===== src/rtl/gs_cfg_sequencer_pkg.sv =====
// Shared types and constants for the FPGA configuration / reset sequencer.
package gs_cfg_sequencer_pkg;

    localparam int RETRY_W = 4;

    typedef enum logic [2:0] {
        ST_NCFG  = 3'd0,
        ST_WSTAT = 3'd1,
        ST_WDONE = 3'd2,
        ST_WINIT = 3'd3,
        ST_WARM  = 3'd4,
        ST_RUN   = 3'd5,
        ST_FAIL  = 3'd6
    } state_t;

endpackage


===== src/rtl/gs_cfg_sequencer_if.sv =====
// FPGA configuration pin bundle: nCONFIG out, nSTATUS/CONF_DONE/INIT_DONE back.
interface gs_cfg_sequencer_if;

    logic config_n;
    logic status_n;
    logic conf_done;
    logic init_done;

    modport master (output config_n, input status_n, input conf_done, input init_done);
    modport slave  (input config_n, output status_n, output conf_done, output init_done);

endinterface


===== src/rtl/gs_cfg_sequencer_sync2.sv =====
// Two-flop synchroniser for a single asynchronous input.
module gs_sync2 (
    input  logic clk,
    input  logic d,
    output logic q
);

    logic meta;

    always_ff @(posedge clk) begin
        meta <= d;
        q    <= meta;
    end

endmodule


===== src/rtl/gs_cfg_sequencer.sv =====
// FPGA configuration sequencer with timeouts, bounded retries, warm-reset pulse and cold flag.
//
// state | meaning
// NCFG  | config_n held low for NCFG_LEN cycles
// WSTAT | config_n released, waiting for nSTATUS high
// WDONE | waiting for CONF_DONE (shares the WSTAT timeout window)
// WINIT | waiting for INIT_DONE
// WARM  | warmres_n held low for WARM_LEN cycles
// RUN   | FPGA configured, system out of reset
// FAIL  | retries exhausted; waits for cfg_restart or cold reset
module gs_cfg_sequencer
    import gs_cfg_sequencer_pkg::*;
#(
    parameter int CNT_W        = 24,
    parameter int NCFG_LEN     = 64,
    parameter int CFG_TIMEOUT  = 4000000,
    parameter int INIT_TIMEOUT = 4000,
    parameter int WARM_LEN     = 16,
    parameter int MAX_RETRY    = 3
) (
    input  logic               clkin,
    input  logic               coldres_n,
    input  logic               warmreq_n,
    input  logic               cfg_restart,
    input  logic               cold_clr,
    gs_cfg_sequencer_if.master fpga,
    output logic               warmres_n,
    output logic               fpga_ready,
    output logic               cfg_error,
    output logic               was_cold_n,
    output logic [RETRY_W-1:0] retry_cnt
);

    localparam longint CNT_MAX = (longint'(1) << CNT_W) - 1;

    generate
        if (longint'(NCFG_LEN) > CNT_MAX || longint'(CFG_TIMEOUT) > CNT_MAX ||
            longint'(INIT_TIMEOUT) > CNT_MAX || longint'(WARM_LEN) > CNT_MAX ||
            NCFG_LEN < 1 || CFG_TIMEOUT < 1 || INIT_TIMEOUT < 1 || WARM_LEN < 1) begin : g_bad_cnt_w
            $error("gs_cfg_sequencer: CNT_W too small for a cycle count parameter");
        end
        if (MAX_RETRY < 1 || MAX_RETRY > 15) begin : g_bad_retry
            $error("gs_cfg_sequencer: MAX_RETRY must be 1..15");
        end
    endgenerate

    localparam logic [CNT_W-1:0]   NCFG_LAST = CNT_W'(NCFG_LEN - 1);
    localparam logic [CNT_W-1:0]   CFG_LAST  = CNT_W'(CFG_TIMEOUT - 1);
    localparam logic [CNT_W-1:0]   INIT_LAST = CNT_W'(INIT_TIMEOUT - 1);
    localparam logic [CNT_W-1:0]   WARM_LAST = CNT_W'(WARM_LEN - 1);
    localparam logic [RETRY_W-1:0] RETRY_LAST = RETRY_W'(MAX_RETRY - 1);

    logic warm_s, stat_s, done_s, init_s;
    logic warm_prev, warm_fall;

    gs_sync2 u_sync_warm (.clk(clkin), .d(warmreq_n),      .q(warm_s));
    gs_sync2 u_sync_stat (.clk(clkin), .d(fpga.status_n),  .q(stat_s));
    gs_sync2 u_sync_done (.clk(clkin), .d(fpga.conf_done), .q(done_s));
    gs_sync2 u_sync_init (.clk(clkin), .d(fpga.init_done), .q(init_s));

    assign warm_fall = warm_prev & ~warm_s;

    state_t             state, state_nx;
    logic [CNT_W-1:0]   timer, timer_nx, timer_inc;
    logic [RETRY_W-1:0] retry_nx;
    logic               attempt_failed;
    logic               config_q;

    assign timer_inc     = (timer == {CNT_W{1'b1}}) ? timer : timer + CNT_W'(1);
    assign fpga.config_n = config_q;

    always_comb begin
        state_nx       = state;
        timer_nx       = timer_inc;
        retry_nx       = retry_cnt;
        attempt_failed = 1'b0;

        case (state)
            ST_NCFG: begin
                if (timer == NCFG_LAST) begin
                    state_nx = ST_WSTAT;
                    timer_nx = '0;
                end
            end
            // No timer clear on WSTAT->WDONE: one window covers both waits.
            ST_WSTAT: begin
                if (stat_s)                  state_nx = ST_WDONE;
                else if (timer >= CFG_LAST)  attempt_failed = 1'b1;
            end
            ST_WDONE: begin
                if (done_s) begin
                    state_nx = ST_WINIT;
                    timer_nx = '0;
                end else if (!stat_s || timer >= CFG_LAST) begin
                    attempt_failed = 1'b1;
                end
            end
            ST_WINIT: begin
                if (init_s) begin
                    state_nx = ST_WARM;
                    timer_nx = '0;
                end else if (!stat_s || timer >= INIT_LAST) begin
                    attempt_failed = 1'b1;
                end
            end
            ST_WARM: begin
                if (warm_fall) begin
                    timer_nx = '0;
                end else if (timer == WARM_LAST) begin
                    state_nx = ST_RUN;
                    timer_nx = '0;
                end
            end
            ST_RUN: begin
                if (!stat_s || !done_s) begin
                    state_nx = ST_NCFG;
                    timer_nx = '0;
                    retry_nx = '0;
                end else if (warm_fall) begin
                    state_nx = ST_WARM;
                    timer_nx = '0;
                end
            end
            ST_FAIL: state_nx = ST_FAIL;
            default: begin
                state_nx = ST_NCFG;
                timer_nx = '0;
            end
        endcase

        if (attempt_failed) begin
            timer_nx = '0;
            if (retry_cnt == RETRY_LAST) begin
                state_nx = ST_FAIL;
            end else begin
                state_nx = ST_NCFG;
                retry_nx = retry_cnt + RETRY_W'(1);
            end
        end

        if (cfg_restart) begin
            state_nx = ST_NCFG;
            timer_nx = '0;
            retry_nx = '0;
        end
    end

    always_ff @(posedge clkin) begin
        if (!coldres_n) begin
            state      <= ST_NCFG;
            timer      <= '0;
            retry_cnt  <= '0;
            config_q   <= 1'b0;
            warmres_n  <= 1'b0;
            fpga_ready <= 1'b0;
            cfg_error  <= 1'b0;
            was_cold_n <= 1'b0;
            warm_prev  <= 1'b1;
        end else begin
            state      <= state_nx;
            timer      <= timer_nx;
            retry_cnt  <= retry_nx;
            config_q   <= (state_nx != ST_NCFG);
            warmres_n  <= (state_nx == ST_RUN);
            fpga_ready <= (state_nx == ST_RUN);
            cfg_error  <= (state_nx == ST_FAIL);
            warm_prev  <= warm_s;
            if (cold_clr) was_cold_n <= 1'b1;
        end
    end

endmodule


===== src/flat_wrapper.sv =====
// flat-port wrapper written by rule: the top's interface ports become plain ports
module gs_cfg_sequencer_flat import gs_cfg_sequencer_pkg::*;
#(
    parameter int CNT_W        = 24,
    parameter int NCFG_LEN     = 64,
    parameter int CFG_TIMEOUT  = 4000000,
    parameter int INIT_TIMEOUT = 4000,
    parameter int WARM_LEN     = 16,
    parameter int MAX_RETRY    = 3
)
  (clkin, coldres_n, warmreq_n, cfg_restart, cold_clr, warmres_n, fpga_ready, cfg_error, was_cold_n, retry_cnt, fpga_config_n, fpga_status_n, fpga_conf_done, fpga_init_done);
  gs_cfg_sequencer_if fpga_i ();
  input  logic clkin;
  input  logic coldres_n;
  input  logic warmreq_n;
  input  logic cfg_restart;
  input  logic cold_clr;
  output logic warmres_n;
  output logic fpga_ready;
  output logic cfg_error;
  output logic was_cold_n;
  output logic [RETRY_W-1:0] retry_cnt;
  output wire logic [$bits(fpga_i.config_n)-1:0] fpga_config_n;
  input wire logic [$bits(fpga_i.status_n)-1:0] fpga_status_n;
  input wire logic [$bits(fpga_i.conf_done)-1:0] fpga_conf_done;
  input wire logic [$bits(fpga_i.init_done)-1:0] fpga_init_done;
  assign fpga_config_n = fpga_i.config_n;
  assign fpga_i.status_n = fpga_status_n;
  assign fpga_i.conf_done = fpga_conf_done;
  assign fpga_i.init_done = fpga_init_done;
  gs_cfg_sequencer #(.CNT_W(CNT_W), .NCFG_LEN(NCFG_LEN), .CFG_TIMEOUT(CFG_TIMEOUT), .INIT_TIMEOUT(INIT_TIMEOUT), .WARM_LEN(WARM_LEN), .MAX_RETRY(MAX_RETRY)) u_core (.clkin(clkin), .coldres_n(coldres_n), .warmreq_n(warmreq_n), .cfg_restart(cfg_restart), .cold_clr(cold_clr), .fpga(fpga_i), .warmres_n(warmres_n), .fpga_ready(fpga_ready), .cfg_error(cfg_error), .was_cold_n(was_cold_n), .retry_cnt(retry_cnt));
endmodule

===== config.mk =====
export PLATFORM = sky130hd
export DESIGN_NAME = gs_cfg_sequencer_flat
export DESIGN_NICKNAME = d
export VERILOG_FILES = /design/src/rtl/gs_cfg_sequencer_pkg.sv /design/src/rtl/gs_cfg_sequencer_if.sv /design/src/rtl/gs_cfg_sequencer_sync2.sv /design/src/rtl/gs_cfg_sequencer.sv /design/src/flat_wrapper.sv
export SDC_FILE = /design/constraint.sdc
export NUM_CORES = 1
export LEC_CHECK = 0
export CORE_MARGIN = 2
export CORE_UTILIZATION = 58
export DETAILED_ROUTE_END_ITERATION = 10
export PLACE_DENSITY = 0.86
export SLEW_MARGIN = 20
export SYNTH_ARGS = -nofsm -noshare
export SYNTH_HDL_FRONTEND = slang
export SYNTH_SLANG_ARGS = --single-unit

===== constraint.sdc =====
create_clock -name clkin -period 2.4 [get_ports clkin]
set_input_delay 0.24 -clock clkin [delete_from_list [all_inputs] [get_ports clkin]]
set_output_delay 0.24 -clock clkin [all_outputs]
set_load 0.02 [all_outputs]

# ---- Word-level counts from Yosys, hierarchy flattened
# Index checks and enable logic that the tools add are counted.
dict set report classes {
  addsub 2
  mul 0
  div 0
  order_cmp 2
  n_eq_ne 12
  n_shift 0
  mux 32
  bitwise_logic 3
  n_reduce_logical 10
}
# op n
set op_table {}
lappend op_table {{$mux 24} 8}
lappend op_table {{$pmux 24 s6} 1}
lappend op_table {{$mux 3} 11}
lappend op_table {{$add 24x1->24 const B} 1}
lappend op_table {{$eq 24x24->1 const B} 1}
lappend op_table {{$eq 24x4->1 const B} 1}
lappend op_table {{$eq 24x6->1 const B} 1}
lappend op_table {{$ge 24x12->1 const B} 1}
lappend op_table {{$ge 24x22->1 const B} 1}
lappend op_table {{$pmux 3 s7} 1}
lappend op_table {{$mux 4} 4}
lappend op_table {{$eq 3x3->1 const B} 5}
lappend op_table {{$eq 3x2->1 const B} 2}
lappend op_table {{$mux 1} 6}
lappend op_table {{$add 4x1->4 const B} 1}
lappend op_table {{$eq 4x2->1 const B} 1}
lappend op_table {{$reduce_or 2->1} 2}
lappend op_table {{$eq 3x1->1 const B} 1}
lappend op_table {{$logic_not 3->1} 1}
lappend op_table {{$logic_or 1x1->1} 3}
lappend op_table {{$pmux 1 s3} 1}
lappend op_table {{$reduce_bool 3->1} 1}
lappend op_table {{$reduce_or 3->1} 1}
lappend op_table {{$logic_not 1->1} 2}
lappend op_table {{other kinds (2)} 3}
dict set report totals {
  register_bits 44
  latchBits 0
  ram_bits 0
  mem_bits_ro 0
  in_bits 8
  wordCells 77
  n_memories 0
}

# ---- Logic depth before layout (Yosys ltp)
# Gate-level depths: netlist of run 1.
dict set report logic_depth {
  depth_word 8
  depth_mapped 9
  depth_no_buf 7
}

# ---- Modules after synthesis
# From an unflattened synthesis of run 1, not the netlist that was laid out.
dict set report hier_totals {
  cells_unflattened 256
  hier_area_um2 2240.9
}
# module instances cells_each area_each_um2
set by_module_without_submodules {}
lappend by_module_without_submodules {gs_cfg_sequencer 1 248 2080.7}
lappend by_module_without_submodules {gs_sync2 4 2 40.0}

# ---- Worst setup path before layout of run 1
# Ideal clock, no wire load.
dict set report synth_timing {
  path_kind {register to register}
  start {register u_core.timer[0]}
  end {register u_core.warmres_n}
  t_arrival_ps 2011
  path_slack_ps 323
  path_stages_with_launch 9
  path_buffers 1
  path_cell_list {dfxtp_1 ha_1 and3_1 clkbuf_1 a211oi_2 o211ai_1 a211o_1 or4_4 a21oi_2}
}
dict set report synth_between {
  elab_chain_cells 8
  word_cells_on_any_way 20
}
# item line_no
set synth_rtl {}
lappend synth_rtl {{start: declaration} gs_cfg_sequencer.sv:64} ;# logic [CNT_W-1:0] timer, timer_nx, timer_inc;
lappend synth_rtl {{start signal: assignment} gs_cfg_sequencer.sv:161} ;# timer <= timer_nx;
lappend synth_rtl {{$ge 24x12->1 / $ge 24x22->1 (equally long branches)} {gs_cfg_sequencer.sv:102, gs_cfg_sequencer.sv:88, gs_cfg_sequencer.sv:94}}
lappend synth_rtl {{$logic_or 1x1->1, on equally long branches} {gs_cfg_sequencer.sv:102, gs_cfg_sequencer.sv:94}}
lappend synth_rtl {{$mux 1, on equally long branches} {gs_cfg_sequencer.sv:102, gs_cfg_sequencer.sv:94}}
lappend synth_rtl {{$mux 1, on equally long branches} {gs_cfg_sequencer.sv:99, gs_cfg_sequencer.sv:91}}
lappend synth_rtl {{$pmux 1 s3} gs_cfg_sequencer.sv:78} ;# case (state)
lappend synth_rtl {{$mux 3 *} gs_cfg_sequencer.sv:131} ;# if (attempt_failed) begin
lappend synth_rtl {{$mux 3 *} gs_cfg_sequencer.sv:141} ;# if (cfg_restart) begin
lappend synth_rtl {{$eq 3x3->1 *} gs_cfg_sequencer.sv:164} ;# warmres_n <= (state_nx == ST_RUN);
lappend synth_rtl {{end signal: assignment} gs_cfg_sequencer.sv:164}
lappend synth_rtl {{end: declaration} gs_cfg_sequencer.sv:27} ;# output logic warmres_n,
# Mark *: on every way between the ends. The rest lies on a longest branch, timed or not.
# A chain may end at the register's enable or synchronous reset.

# ---- Worst setup path in the final report of run 1
dict set report layout_timing {
  start {register u_core.timer[12]}
  end {register u_core.timer[10]}
}
dict set report layout_between {
  elab_chain_cells 6
  word_cells_on_any_way 24
}
# item line_no
set layout_rtl {}
lappend layout_rtl {{$ge 24x12->1 / $ge 24x22->1 (equally long branches)} {gs_cfg_sequencer.sv:102, gs_cfg_sequencer.sv:88, gs_cfg_sequencer.sv:94}}
lappend layout_rtl {{$logic_or 1x1->1, on equally long branches} {gs_cfg_sequencer.sv:102, gs_cfg_sequencer.sv:94}}
lappend layout_rtl {{$mux 1, on equally long branches} {gs_cfg_sequencer.sv:102, gs_cfg_sequencer.sv:94}}
lappend layout_rtl {{$mux 1, on equally long branches} {gs_cfg_sequencer.sv:99, gs_cfg_sequencer.sv:91}}
lappend layout_rtl {{$pmux 1 s3} gs_cfg_sequencer.sv:78}
lappend layout_rtl {{$reduce_or 3->1 (no source line)} -}
# Several ways; a longest one is shown, not always the timed one.

==> out/metrics.csv, run 1 <==
stage,metric,value,unit
worst_setup_path,WP data required,2.64,ns
clocking,CTS tree,built,
clocking,CTS Root Cell,clkbuf_8,
timing,Max Clock Freq,443.8,MHz
grt,total grt overflow,0,
cells_and_area,Filler cells,303,
logic_synthesis,post-synthesis sequential area ratio,39.37,%
pwr,Pint,0.9800,mW
pwr,Leak,0.9055,nW
timing,fin crit share,93.88,%
logic_synthesis,Seq cells post-synth,44,
pwr,P per Cell Area,492.9,nW/um2
worst_setup_path,CP Max Fanout,9,
cells_and_area,post-route design area,2623,um2
timing,Final Max Tran Viols,0,
timing,worst setup margin,0.1469,ns
grt,first-pass GRT wire length,7.997,mm
clocking,Max Root-Sink Buffers,2,
job,MaxCap Viol Count,0,
timing,Fin. Hold Viols,0,
timing,Final min period,2.253,ns
timing,setup-violating endpoint count in the final report,0,
route,Residual DRC,0,
pwr,combinational share of power,4.2,%
placement,PortBufs,16,
clocking,TritonCTS Buffers,5,
placement,DP Area,2492,um2
cells_and_area,Area Overhead vs Synth,17.23,%
route,Post-DRT Antenna Nets,0,
clocking,Post-CTS Hold Buffers,0,
logic_synthesis,Synth Cell Area,2237,um2
route,Routed WL,4.742,mm
pwr,Final Total Pwr,1.293,mW
timing,Slew @ Worst Pin,0.5366,ns
grt,Total GRT Usage,24.24,%
cells_and_area,Nets,286,
worst_setup_path,critical path cell sequence,or4_4 -> nand3b_4 -> o31ai_4 -> a21boi_4 -> o211ai_4 -> buf_12 -> nor2_2,
cells_and_area,Layout Cells excl Fill,324,
worst_hold_path,hold crit path type,flip-flop to flip-flop,
grt,number of global-route vias before repair,1764,
logic_synthesis,"FFs w/ async S/R, synth",0,%
worst_setup_path,CP peak stage delay,0.58,ns
route,drt first-iter violations,150,
pwr,Switching Share,24.18,%
route,vias after detailed routing,1895,
timing,Relative slew margins,63.77,%
floorplan,height of the die,66.11,um
logic_synthesis,Post-Syn Instances,249,
cells_and_area,"Core Util, Final",71.10,%
floorplan,initial core utilization,60.65,%
logic_synthesis,Synth Net Count,260,
timing,Setup TNS Final,0,ns
placement,Detail Placement HPWL,3.378,mm
placement,Placed Cells,314,
cells_and_area,share of cells above drive strength 1,19.93,%
floorplan,I/O pins,17,
worst_setup_path,"Data arrival, critical path",2.50,ns
logic_synthesis,Ys Warns,0,
grt,initial antenna violation count,0,
logic_synthesis,"EDFF count, synth",0,
pwr,Clock power frac,38.0,%
floorplan,Core Region,3689,um2
route,drt pass-1 iters,4,
cells_and_area,"most common cell after layout, fill and taps aside",dfxtp_1,
pwr,net switching power,0.3126,mW
floorplan,width of the die,66.11,um
pwr,worst vdd ir,435.8,uV
cells_and_area,most frequent cells in the layout,"dfxtp_1 (44), nor2_2 (21), nand2_1 (16), nor2_1 (16), clkdlybuf4s50_1 (16)",
floorplan,die area,4370,um2
timing,clk_skew,0.007603,ns
floorplan,# rows,22,
cells_and_area,diodes inserted,0,
cells_and_area,Multi-input gate area,1294,um2
cells_and_area,Reg area,880.8,um2
run_status,status,finished clean,
worst_setup_path,CP Class,flip-flop to flip-flop,
route,Vias/cell,5.849,
worst_setup_path,crit path capture type,flip-flop,
logic_synthesis,Synth Flop Type,dfxtp_1,
logic_synthesis,number of different library cells in the post-synthesis netlist,52,
route,WL per Instance,14.64,um
clocking,Clock Pin Slew Worst Setup and Hold Paths,0.09,ns
placement,pre-CTS WS,0.02532,ns
timing,hold_ws,0.3336,ns
clocking,H-Tree Depth,2,
clocking,Clock Latency Late Sink,0.31,ns
worst_setup_path,"Slowest-stage cell, CP",or4_4,
clocking,CTS Sinks,44,
placement,gpl congestion,0.8943,
timing,RSZ-0062 raised after global routing,false,
pwr,sequential fraction of design power,57.8,%
grt,largest net degree at the start of global routing,17,
worst_setup_path,CP Launch Type,flip-flop,
logic_synthesis,Post-Syn Area per Cell,8.985,um2
## power by group through the flow
stage                     combinational [mW]  sequential, mW  clock (mW)
after floorplan                       0.0263           0.764           0
after global placement                0.0479           0.763           0
after detailed placement              0.0499           0.764           0
after CTS                             0.0542           0.747       0.503
after global routing                  0.0588           0.749       0.533
final                                 0.0543           0.747       0.491
## synth_stat cells (3+ instances only)
cell	instances	share of area (%)
nor2b_1	6	1.7
nor2_2	21	5.9
dfxtp_1	44	39
a211oi_1	3	1.0
or3_1	6	1.7
mux2i_1	3	1.3
nor3_1	7	1.6
inv_1	5	0.84
nor3b_1	3	1.0
clkbuf_1	6	1.0
nand3_1	9	2.0
nand2_1	16	2.7
ha_1	3	1.7
nand4_1	14	3.9
and4_1	5	2.0
nor2_1	16	2.7
nand2b_1	8	2.2
xnor2_1	5	2.0
xor2_1	14	5.5
a21oi_1	9	2.0
o21ai_0	6	1.3
## final timing paths
check	start	end	slack, ns	depth (start not counted)
max reg2reg	u_core.timer[12]$_SDFF_PP0_	u_core.timer[10]$_SDFF_PP0_	0.15	7
min reg2reg	u_core.u_sync_init.meta$_DFF_P_	u_core.u_sync_init.q$_DFF_P_	0.33	0
min	u_core.u_sync_init.meta$_DFF_P_	u_core.u_sync_init.q$_DFF_P_	0.33	0
max	u_core.timer[12]$_SDFF_PP0_	u_core.timer[10]$_SDFF_PP0_	0.15	7
## per-layer routing
| metal | GRT usage (%) | vias to the layer above | share of wire [%] |
|---|---|---|---|
| met1 | 32.37 | 874 | 46 |
| li1 | - | 951 | - |
| met2 | 37.63 | 59 | 47 |
| met4 | 10.46 | 0 | 2.2 |
| met5 | 0 | - | 0 |
| met3 | 5.281 | 11 | 4.7 |
## repair_timing
item                                    4_1_cts  5_1_grt
pin swaps                                     0        0
buffers inserted                              1        1
gates cloned                                  0        0
gates resized for setup                       0        1
endpoints found under the setup margin        1       20
## sequential cells by signal (all words and copies together) (netlist names)
name and count:
u_core.u_sync_init.q 1, u_core.u_sync_warm.q 1, u_core.retry_cnt 4, u_core.warm_prev 1, u_core.warmres_n 1, u_core.u_sync_warm.meta 1, u_core.timer 24, u_core.state 3
u_core.cfg_error 1, u_core.was_cold_n 1, u_core.u_sync_done.q 1, u_core.u_sync_stat.q 1, u_core.u_sync_done.meta 1, u_core.fpga.config_n 1, u_core.u_sync_stat.meta 1, u_core.u_sync_init.meta 1
## area by class of cell
type / instances / area share (%)
Sequential cell: 44 / 33.59
Timing Repair Buffer: 28 / 10.50
Clock buffer: 5 / 2.624
Multi-Input combinational cell: 191 / 49.33
Clock inverter: 3 / 0.9542
Inverter: 5 / 0.7156
Tap cell: 48 / 2.290
## cell families (layout without fill, tap and decap cells)
| kind of cell | count (synthesis) | in the layout | share of synthesized area (%) |
|---|---|---|---|
| simple gates | 123 | 123 | 31.88 |
| flops | 44 | 44 | 39.37 |
| compound gates | 43 | 43 | 15.10 |
| xor+xnor | 19 | 19 | 7.438 |
| buf+inv | 14 | 41 | 3.188 |
| fa+ha+maj | 3 | 3 | 1.678 |
| mux | 3 | 3 | 1.342 |
## worst max-delay path, delay by kind of cell (launching register included)
family	cells	cell delay (ns)
compound gates	3	0.73
buf+inv	1	0.21
flops	1	0.37
simple gates	3	0.88
No activity file was read; power rests on OpenSTA's default activity.
==> run 2: changes to the inputs <==
--- a/config.mk
+++ b/config.mk
@@ -5,6 +5,7 @@
 export SDC_FILE = /design/constraint.sdc
 export NUM_CORES = 1
 export LEC_CHECK = 0
+export CORE_ASPECT_RATIO = 0.6
 export CORE_MARGIN = 2
 export CORE_UTILIZATION = 58
 export DETAILED_ROUTE_END_ITERATION = 10
==> run 2 against run 1 <==
Net effect:
- power increased by 7.3%
- clock-buffer cell count did not move
- critical path type unchanged
- sequential share of layout area up 0.29 points
- die area up 0.37%
- first-iteration DRC count down 5.3%
- worst setup slack lost 0.028 ns
==> out/metrics.csv, run 2 (same netlist as run 1, synthesis figures left out) <==
stage,metric,value,unit
grt,Total GRT Usage,24.28,%
placement,Placed Cells,310,
route,drt first-iter violations,142,
timing,Slew @ Worst Pin,0.6657,ns
pwr,worst vdd ir,403.6,uV
worst_setup_path,crit path capture type,flip-flop,
timing,RSZ-0062 raised after global routing,false,
placement,gpl congestion,0.8632,
cells_and_area,Area Overhead vs Synth,16.22,%
timing,hold_ws,0.3352,ns
grt,number of global-route vias before repair,1634,
worst_setup_path,CP Launch Type,flip-flop,
grt,largest net degree at the start of global routing,25,
worst_setup_path,CP Max Fanout,6,
worst_setup_path,CP Class,flip-flop to flip-flop,
route,drt pass-1 iters,4,
timing,Fin. Hold Viols,0,
floorplan,initial core utilization,60.80,%
timing,Final Max Tran Viols,0,
timing,Max Clock Freq,438.3,MHz
floorplan,height of the die,52.11,um
clocking,Clock Latency Late Sink,0.31,ns
route,Routed WL,4.877,mm
cells_and_area,number of flip-flops under the largest register name,24,
clocking,Clock Pin Slew Worst Setup and Hold Paths,0.09,ns
route,WL per Instance,15.34,um
clocking,CTS tree,built,
route,vias after detailed routing,1895,
placement,PortBufs,16,
worst_hold_path,hold-critical path depth,0,
worst_hold_path,hold crit path type,flip-flop to flip-flop,
grt,initial antenna violation count,0,
cells_and_area,largest registers,"u_core.timer x24, u_core.retry_cnt x4, u_core.state x3",
worst_setup_path,WP data required,2.62,ns
route,Residual DRC,0,
cells_and_area,most frequent cells in the layout,"dfxtp_1 (44), nor2_2 (21), nand2_1 (16), nor2_1 (16), clkdlybuf4s50_1 (16)",
floorplan,Core Region,3680,um2
pwr,P per Cell Area,533.2,nW/um2
cells_and_area,Filler cells,270,
floorplan,I/O pins,17,
route,Vias/cell,5.959,
timing,Final min period,2.282,ns
cells_and_area,share of cells above drive strength 1,19.19,%
clocking,Post-CTS Hold Buffers,0,
floorplan,die area,4386,um2
floorplan,width of the die,84.18,um
route,Post-DRT Antenna Nets,0,
cells_and_area,diodes inserted,0,
clocking,CTS Sinks,44,
clocking,CTS Root Cell,clkbuf_8,
grt,first-pass GRT wire length,8.086,mm
worst_setup_path,"Data arrival, critical path",2.50,ns
floorplan,# rows,17,
grt,total grt overflow,0,
job,MaxCap Viol Count,0,
timing,fin crit share,95.06,%
clocking,TritonCTS Buffers,5,
cells_and_area,Nets,281,
run_status,status,finished clean,
worst_setup_path,r2r worst-path depth,7,
cells_and_area,Layout Cells excl Fill,318,
cells_and_area,"most common cell after layout, fill and taps aside",dfxtp_1,
timing,setup-violating endpoint count in the final report,0,
timing,Setup TNS Final,0,ns
clocking,H-Tree Depth,2,
cells_and_area,Largest Register,u_core.timer,
clocking,Max Root-Sink Buffers,2,
placement,Detail Placement HPWL,3.541,mm
timing,Relative slew margins,55.06,%
timing,clk_skew,0.006722,ns
pwr,Leak,0.8857,nW
## run 2: cell type report
cell class | instances | area, um2 | area share [%]
Inverter | 5 | 18.77 | 0.7218
Clock buffer | 5 | 68.82 | 2.647
Timing Repair Buffer | 23 | 225.2 | 8.662
Sequential cell | 44 | 880.8 | 33.88
Multi-Input combinational cell | 191 | 1301 | 50.05
Tap cell | 47 | 58.81 | 2.262
Clock inverter | 3 | 46.29 | 1.781
## run 2: path summary, 6_finish.rpt
kind / end / startpoint / slack, ns
worst min-delay path: u_core.u_sync_warm.q$_DFF_P_ / u_core.u_sync_warm.meta$_DFF_P_ / 0.34
worst max register to register: u_core.fpga.config_n$_SDFF_PN0_ / u_core.timer[12]$_SDFF_PP0_ / 0.12
worst min register to register: u_core.u_sync_warm.q$_DFF_P_ / u_core.u_sync_warm.meta$_DFF_P_ / 0.34
worst max-delay path: u_core.fpga.config_n$_SDFF_PN0_ / u_core.timer[12]$_SDFF_PP0_ / 0.12
## run 2: per-stage QoR
step	util [%]	instance area [um2]	total power [mW]	worst slack (ns)
after floorplan	-	2237	0.7900	0.3227
after global placement	67.09	2469	0.8105	0.2097
after detailed placement	67.09	2469	0.8124	0.02144
after CTS	70.45	2592	1.387	0.06936
after global routing	70.66	2600	1.426	0.007196
final	70.66	2600	1.386	0.1185
## run 2: worst max-delay path: stages, from the launching register on
cell	delay, ns
dfxtp_1	0.37
or4_4	0.58
nand3b_4	0.20
o31ai_4	0.25
a21boi_4	0.29
buf_4	0.16
nor2_2	0.07
a311oi_2	0.27
## run 2: layer usage
layer  global-route usage (%)  share of wire (%)  up-vias
met1                    36.06                 50      880
met5                        0                  0        -
met3                    5.238                8.3        8
li1                         -                  -      942
met2                    34.39                 40       65
met4                    8.871                1.5        0
## run 2: power breakdown
part,total [mW],internal [mW],switching [mW]
clock network,0.591,0.314,0.277
logic,0.0486,0.0235,0.0251
registers,0.747,0.740,0.00674
total,1.39,1.08,0.309
## run 2: what timing repair did
action / 4_1_cts / 5_1_grt
endpoints found under the setup margin: 1 / 2
setup buffers: 0 / 0
resized for setup: 1 / 2
